[src/rtl/uart_pkg.sv]
// uart_pkg: byte-receiver FSM state type and bit-timing helper shared by the UART word receiver.
package uart_pkg;
  typedef enum logic [1:0] {IDLE, START, DATA, STOP} rx_state_t;
  function automatic int clks_per_bit(input int clk_freq, input int baud);
    return clk_freq / baud;
  endfunction
endpackage

[src/rtl/uart_rx_byte.sv]
// uart_rx_byte: 8N1 byte receiver with input synchronizer and mid-bit sampling.
// byte_valid and frame_err are single-cycle, asserted in the stop-bit sample cycle.
module uart_rx_byte
  import uart_pkg::*;
#(
  parameter int CLKS_PER_BIT = 100
) (
  input  logic       clk,
  input  logic       rst,
  input  logic       rx,
  output logic [7:0] rx_byte,
  output logic       byte_valid,
  output logic       frame_err,
  output logic       busy
);
  localparam int CW = $clog2(CLKS_PER_BIT);
  localparam logic [CW-1:0] HALF = CW'(CLKS_PER_BIT / 2 - 1);
  localparam logic [CW-1:0] LAST = CW'(CLKS_PER_BIT - 1);
  rx_state_t state, state_n;
  logic [2:0] sync;
  logic [CW-1:0] cnt, cnt_n;
  logic [2:0] bit_idx, bit_n;
  logic [7:0] sh, sh_n;
  logic rx_s, fall;
  // sync[1:0] is the synchronizer; sync[2] is history for edge detection
  assign rx_s = sync[1];
  assign fall = sync[2] & ~rx_s;
  assign rx_byte = sh;
  assign busy = state != IDLE;
  always_ff @(posedge clk or negedge rst) begin
    if (!rst) begin
      sync <= '1;
      state <= IDLE;
      cnt <= '0;
      bit_idx <= '0;
      sh <= '0;
    end else begin
      sync <= {sync[1:0], rx};
      state <= state_n;
      cnt <= cnt_n;
      bit_idx <= bit_n;
      sh <= sh_n;
    end
  end
  always_comb begin
    state_n = state;
    cnt_n = cnt + CW'(1);
    bit_n = bit_idx;
    sh_n = sh;
    byte_valid = 1'b0;
    frame_err = 1'b0;
    case (state)
      IDLE: begin
        cnt_n = '0;
        state_n = fall ? START : IDLE;
      end
      START: if (cnt == HALF) begin
        cnt_n = '0;
        bit_n = '0;
        state_n = rx_s ? IDLE : DATA;
      end
      DATA: if (cnt == LAST) begin
        cnt_n = '0;
        sh_n = {rx_s, sh[7:1]};
        bit_n = bit_idx + 3'd1;
        state_n = bit_idx == 3'd7 ? STOP : DATA;
      end
      STOP: if (cnt == LAST) begin
        cnt_n = '0;
        state_n = IDLE;
        byte_valid = rx_s;
        frame_err = ~rx_s;
      end
      default: state_n = IDLE;
    endcase
  end
endmodule

[src/rtl/uart_rx_word.sv]
// uart_rx_word: assembles NBYTES UART bytes into one word, first byte MSB-aligned.
// Optional inter-byte timeout enabled by defining UART_RX_WORD_TIMEOUT_EN.
module uart_rx_word
  import uart_pkg::*;
#(
  parameter int CLK_FREQ = 100000000,
  parameter int BAUD = 1000000,
  parameter int NBYTES = 10,
  parameter int TIMEOUT_BITS = 20
) (
  input  logic                clk,
  input  logic                rst,
  input  logic                i_rx,
  output logic [8*NBYTES-1:0] o_rx_data,
  output logic                o_rx_valid,
  output logic                o_rx_busy,
  output logic                o_frame_err,
  output logic                o_timeout
);
  localparam int CPB = clks_per_bit(CLK_FREQ, BAUD);
  localparam int CNTW = $clog2(NBYTES + 1);
  localparam logic [CNTW-1:0] LASTB = CNTW'(NBYTES - 1);
  if (CPB < 2 || TIMEOUT_BITS < 1) begin : g_bad_cfg
    $error("uart_rx_word: CLK_FREQ/BAUD must be >= 2 and TIMEOUT_BITS >= 1");
  end
  logic [7:0] rx_byte;
  logic byte_valid, frame_err, byte_busy, to_hit;
  logic [8*NBYTES-1:0] word;
  logic [8*NBYTES+7:0] cat;
  logic [CNTW-1:0] count;
  uart_rx_byte #(.CLKS_PER_BIT(CPB)) u_byte (
    .clk(clk),
    .rst(rst),
    .rx(i_rx),
    .rx_byte(rx_byte),
    .byte_valid(byte_valid),
    .frame_err(frame_err),
    .busy(byte_busy)
  );
  assign cat = {word, rx_byte};
  assign o_rx_busy = byte_busy || count != '0;
  always_ff @(posedge clk or negedge rst) begin
    if (!rst) begin
      word <= '0;
      count <= '0;
      o_rx_data <= '0;
      o_rx_valid <= 1'b0;
      o_frame_err <= 1'b0;
    end else begin
      o_rx_valid <= 1'b0;
      o_frame_err <= 1'b0;
      if (byte_valid) begin
        word <= count == LASTB ? '0 : cat[8*NBYTES-1:0];
        count <= count == LASTB ? '0 : count + CNTW'(1);
        if (count == LASTB) begin
          o_rx_data <= cat[8*NBYTES-1:0];
          o_rx_valid <= 1'b1;
        end
      end else if (frame_err || to_hit) begin
        word <= '0;
        count <= '0;
        o_frame_err <= frame_err;
      end
    end
  end
`ifdef UART_RX_WORD_TIMEOUT_EN
  localparam int GAP = TIMEOUT_BITS * CPB;
  localparam int GW = $clog2(GAP);
  logic [GW-1:0] gap;
  // gap counts consecutive idle cycles while a partial word is held
  assign to_hit = count != '0 && !byte_busy && gap == GW'(GAP - 1);
  always_ff @(posedge clk or negedge rst) begin
    if (!rst) begin
      gap <= '0;
      o_timeout <= 1'b0;
    end else begin
      gap <= (count != '0 && !byte_busy && !to_hit) ? gap + GW'(1) : '0;
      o_timeout <= to_hit;
    end
  end
`else
  assign to_hit = 1'b0;
  assign o_timeout = 1'b0;
`endif
endmodule
[config.mk]
export PLATFORM = sky130hd
export DESIGN_NAME = uart_rx_word
export DESIGN_NICKNAME = d
export VERILOG_FILES = /design/src/rtl/uart_pkg.sv /design/src/rtl/uart_rx_byte.sv /design/src/rtl/uart_rx_word.sv
export SDC_FILE = /design/constraint.sdc
export NUM_CORES = 1
export LEC_CHECK = 0
export ABC_CLOCK_PERIOD_IN_PS = 2000
export BUFFER_PORTS_ARGS = -buffer_cell sky130_fd_sc_hd__buf_2
export CAP_MARGIN = 0
export CORE_MARGIN = 2
export CORE_UTILIZATION = 30
export CTS_CLUSTER_SIZE = 30
export DETAILED_ROUTE_END_ITERATION = 7
export HOLD_SLACK_MARGIN = 0.08
export PLACE_DENSITY_LB_ADDON = 0.1
export SETUP_SLACK_MARGIN = 0.2
export SYNTH_ARGS = -nofsm -noshare
export SYNTH_HDL_FRONTEND = slang
export SYNTH_HIERARCHICAL = 1
export SYNTH_SLANG_ARGS = --single-unit
[constraint.sdc]
create_clock -name clk -period 2 [get_ports clk]
set_input_delay 0.6 -clock clk [delete_from_list [all_inputs] [get_ports clk]]
set_output_delay 0.6 -clock clk [all_outputs]
set_load 0.03 [all_outputs]
==> flow_metrics.env <==
export IMPL_status="finished, violations left"
export IMPL_violations="negative setup slack"
export IMPL_synth_seq_cells=181
export IMPL_synth_top_area_share_pct=64.83
export IMPL_slowest_delay_ps=470
export IMPL_antenna_found_initial=0
export IMPL_peakVddDrop_v=0.0004609
export IMPL_syn2layout_area_growth_pct=45.20
export IMPL_grt_pass1_vias=4796
export IMPL_arrival_ps=1640
export IMPL_root_buffer="clkbuf_16"
export IMPL_ant_nets=0
export IMPL_fin_crit_sh_pct=112.1
export IMPL_final_setup_tns_ps=-6308
export IMPL_criticalPathCategory="reg2out"
export IMPL_routed_wl_mm=18.62
export IMPL_postPlaceCellArea_um2=7848
export IMPL_fin_crit_ps=2242
export IMPL_postSynthCellCount=450
export IMPL_initial_utilization_pct=30.44
export IMPL_fmax_ghz=0.4460
export IMPL_synth_area_leaders="dfrtp_1, mux2_2, a22o_1"
export IMPL_critPathCaptureType="output pin"
export IMPL_overflow=0
export IMPL_avgSynthCellArea_um2=15.27
export IMPL_gp_congestion=0.7420
export IMPL_synthArstFlopShare_pct=100.0
export IMPL_cts_buffers=17
export IMPL_clock_latency_ps=430
export IMPL_r2r_slack_ps=-130
export IMPL_slew_viol_final=0
export IMPL_fin_skew_ps=17.03
export IMPL_maxCapViolations=0
export IMPL_die_w_um=155.3
export IMPL_total_power_mw=7.756
export IMPL_yosys_area_top_type="dfrtp_1"
export IMPL_vias=4574
export IMPL_stdcell_area_um2=9976
export IMPL_hpwl_mm=9.639
export IMPL_min_path_type="in2reg"
export IMPL_cp_cell_sequence="inv_2 -> ha_4 -> or4b_4 -> buf_6"
export IMPL_cts_max_path_buffers=2
export IMPL_tritoncts="built"
export IMPL_placedCellCount=815
export IMPL_clock_sinks=181
export IMPL_crit_buf_inv=2
export IMPL_crit_path_top_delay_cell="or4b_4"
export IMPL_drt_initial_drc_count=245
export IMPL_path_max_fanout=2
export IMPL_fin_hold_ws_ps=277.5
export IMPL_power_density_nw_per_um2=777.4
export IMPL_setup_slack_ps=-242.4
export IMPL_drive_gt1_share_pct=51.71
export IMPL_finalSetupViolCount=121
export IMPL_routedWlPerCell_um=20.09
export IMPL_pre_cts_ws_ps=16.05
export IMPL_hold_viol=0
export IMPL_core_um2=22570
export IMPL_antenna_cells=0
export IMPL_syn_nets=460
export IMPL_synth_yosys_seq_area_share_pct=65.98
export IMPL_grt_max_degree=45
export IMPL_grt_use_total_pct=15.70
export IMPL_io_buffers=85
export IMPL_fp_dieH_um=155.3
export IMPL_first_pass_iters=4
export IMPL_rows=55
export IMPL_ys_warn_count=6
export IMPL_path_delay_family="simple AND/OR/NAND/NOR gates"
export IMPL_route_detailed_drc=0
export IMPL_synth_edf_count=0
export IMPL_netlist_area_um2=6870
export IMPL_rsz0062_at_grt="yes"
export IMPL_fin_cells=927
export IMPL_io_pin_count=87
export IMPL_grt_pass1_wl_mm=28.79
export IMPL_leakage_nw=5.163
export IMPL_synth_ff_type="dfrtp_1"
export IMPL_nets=640
export IMPL_die_area_um2=24130
export IMPL_required_ps=1400
export IMPL_cts_max_level=4
export IMPL_crit_path_start_kind="register"
export IMPL_routed_via_density=4.934
export IMPL_yosysUniqueCellTypes=45
export IMPL_post_route_util_pct=44.20
export IMPL_clk_pin_slew_ps=70
kinds of logic (layout without fill, tap and decap cells):
logic type | Yosys count | after routing | share of synthesized area (%)
and+or+nand+nor | 34 | 37 | 3.315
other | 1 | 1 | 0.05458
AOI/OAI and AO/OA | 100 | 100 | 11.82
buffers and inverters | 35 | 224 | 2.586
xor gates and xnor gates | 3 | 3 | 0.3825
DFF | 181 | 181 | 65.98
muxes | 89 | 89 | 14.59
adders and majority gates | 7 | 7 | 1.275
flip-flops by register name (all words and copies together), names as in the netlist, named ones only:
| register | flops |
|---|---|
| u_byte/rx_byte | 8 |
| u_byte/state | 1 |
| count | 4 |
| u_byte/bit_idx | 3 |
| word | 72 |
| u_byte/cnt | 7 |
| o_frame_err | 1 |
| o_rx_data | 80 |
| u_byte/sync | 3 |
| o_rx_valid | 1 |
power by group:
group / internal, mW / leakage (nW) / total [mW] / switching (mW)
Clock: 1.87 / 0.269 / 3.30 / 1.43
Combinational: 0.287 / 2.39 / 0.658 / 0.371
Sequential: 3.74 / 2.50 / 3.79 / 0.0497
Total: 5.90 / 5.16 / 7.76 / 1.85
worst register-to-register path: cells and delay by family (launching register included):
| family | cells | cell delay, ps |
|---|---|---|
| flops | 1 | 350 |
| fa+ha+maj | 1 | 180 |
| mux | 1 | 270 |
| simple gates | 4 | 650 |
| buf+inv | 4 | 560 |
Yosys cell counts (all sizes together) (2+ instances only):
library cell and n:
dfstp 3, nor3 2, buf 22, inv 8
nand3 5, nand2 4, o311ai 2, a221oi 3
nor2 3, dfrtp 178, a22o 74, and3 2
clkbuf 4, xor2 2, a21oi 8, or3 2
ha 7, nand4b 3, a22oi 2, nor2b 4
o21ai 7, mux2 89
area by class of cell:
cell class / count / area, um2
inverter: 9 / 38.79
tap: 285 / 356.6
timing repair buffer: 184 / 2160
clock buffer: 20 / 446.7
multi-input combinational: 237 / 2313
fill: 2017 / 12600
clock inverter: 11 / 126.4
sequential: 181 / 4534
per-layer routing:
metal	wire [um]	global-route usage, %	vias up
met5	0	0	-
met4	172	3.976	0
met3	807	4.011	11
met2	9115	25.68	99
met1	8525	20.91	2414
li1	-	-	2050
cells in the final DEF, fill, tap and decap left out, types with 4 or more instances in the layout:
| master | instances |
|---|---|
| a21oi_1 | 7 |
| a22o_1 | 74 |
| buf_12 | 27 |
| buf_16 | 24 |
| buf_2 | 83 |
| buf_4 | 27 |
| buf_6 | 16 |
| clkbuf_16 | 23 |
| clkinvlp_4 | 4 |
| dfrtp_1 | 177 |
| ha_1 | 5 |
| inv_2 | 4 |
| mux2_2 | 80 |
| mux2_4 | 9 |
| nor2_4 | 4 |
| o21ai_0 | 6 |
worst paths after layout:
check | to | startpoint | cells past startpoint
setup / recovery | o_rx_busy | count[0]$_DFFE_PN0P_ | 4
hold / removal | u_byte/sync[0]$_DFF_PN1_ | i_rx | 1
hold reg to reg | u_byte/sync[1]$_DFF_PN1_ | u_byte/sync[0]$_DFF_PN1_ | 0
setup reg to reg | o_rx_data[77]$_DFFE_PN0P_ | u_byte/cnt[0]$_DFF_PN0_ | 10
max in group asynchronous | o_rx_data[24]$_DFFE_PN0P_ | rst | 3
min in group asynchronous | o_rx_data[76]$_DFFE_PN0P_ | rst | 2
timing repair:
| action | 4_1_cts | 5_1_grt |
|---|---|---|
| endpoints found under the setup margin | 157 | 159 |
| hold endpoints to repair | 27 | 0 |
| hold buffers | 1 | 0 |
| resized for setup | 47 | 20 |
| buffers inserted | 38 | 9 |
| pin swaps | 45 | 33 |
| gates cloned | 26 | 7 |
Note: power is estimated with default switching activity, not from simulation.
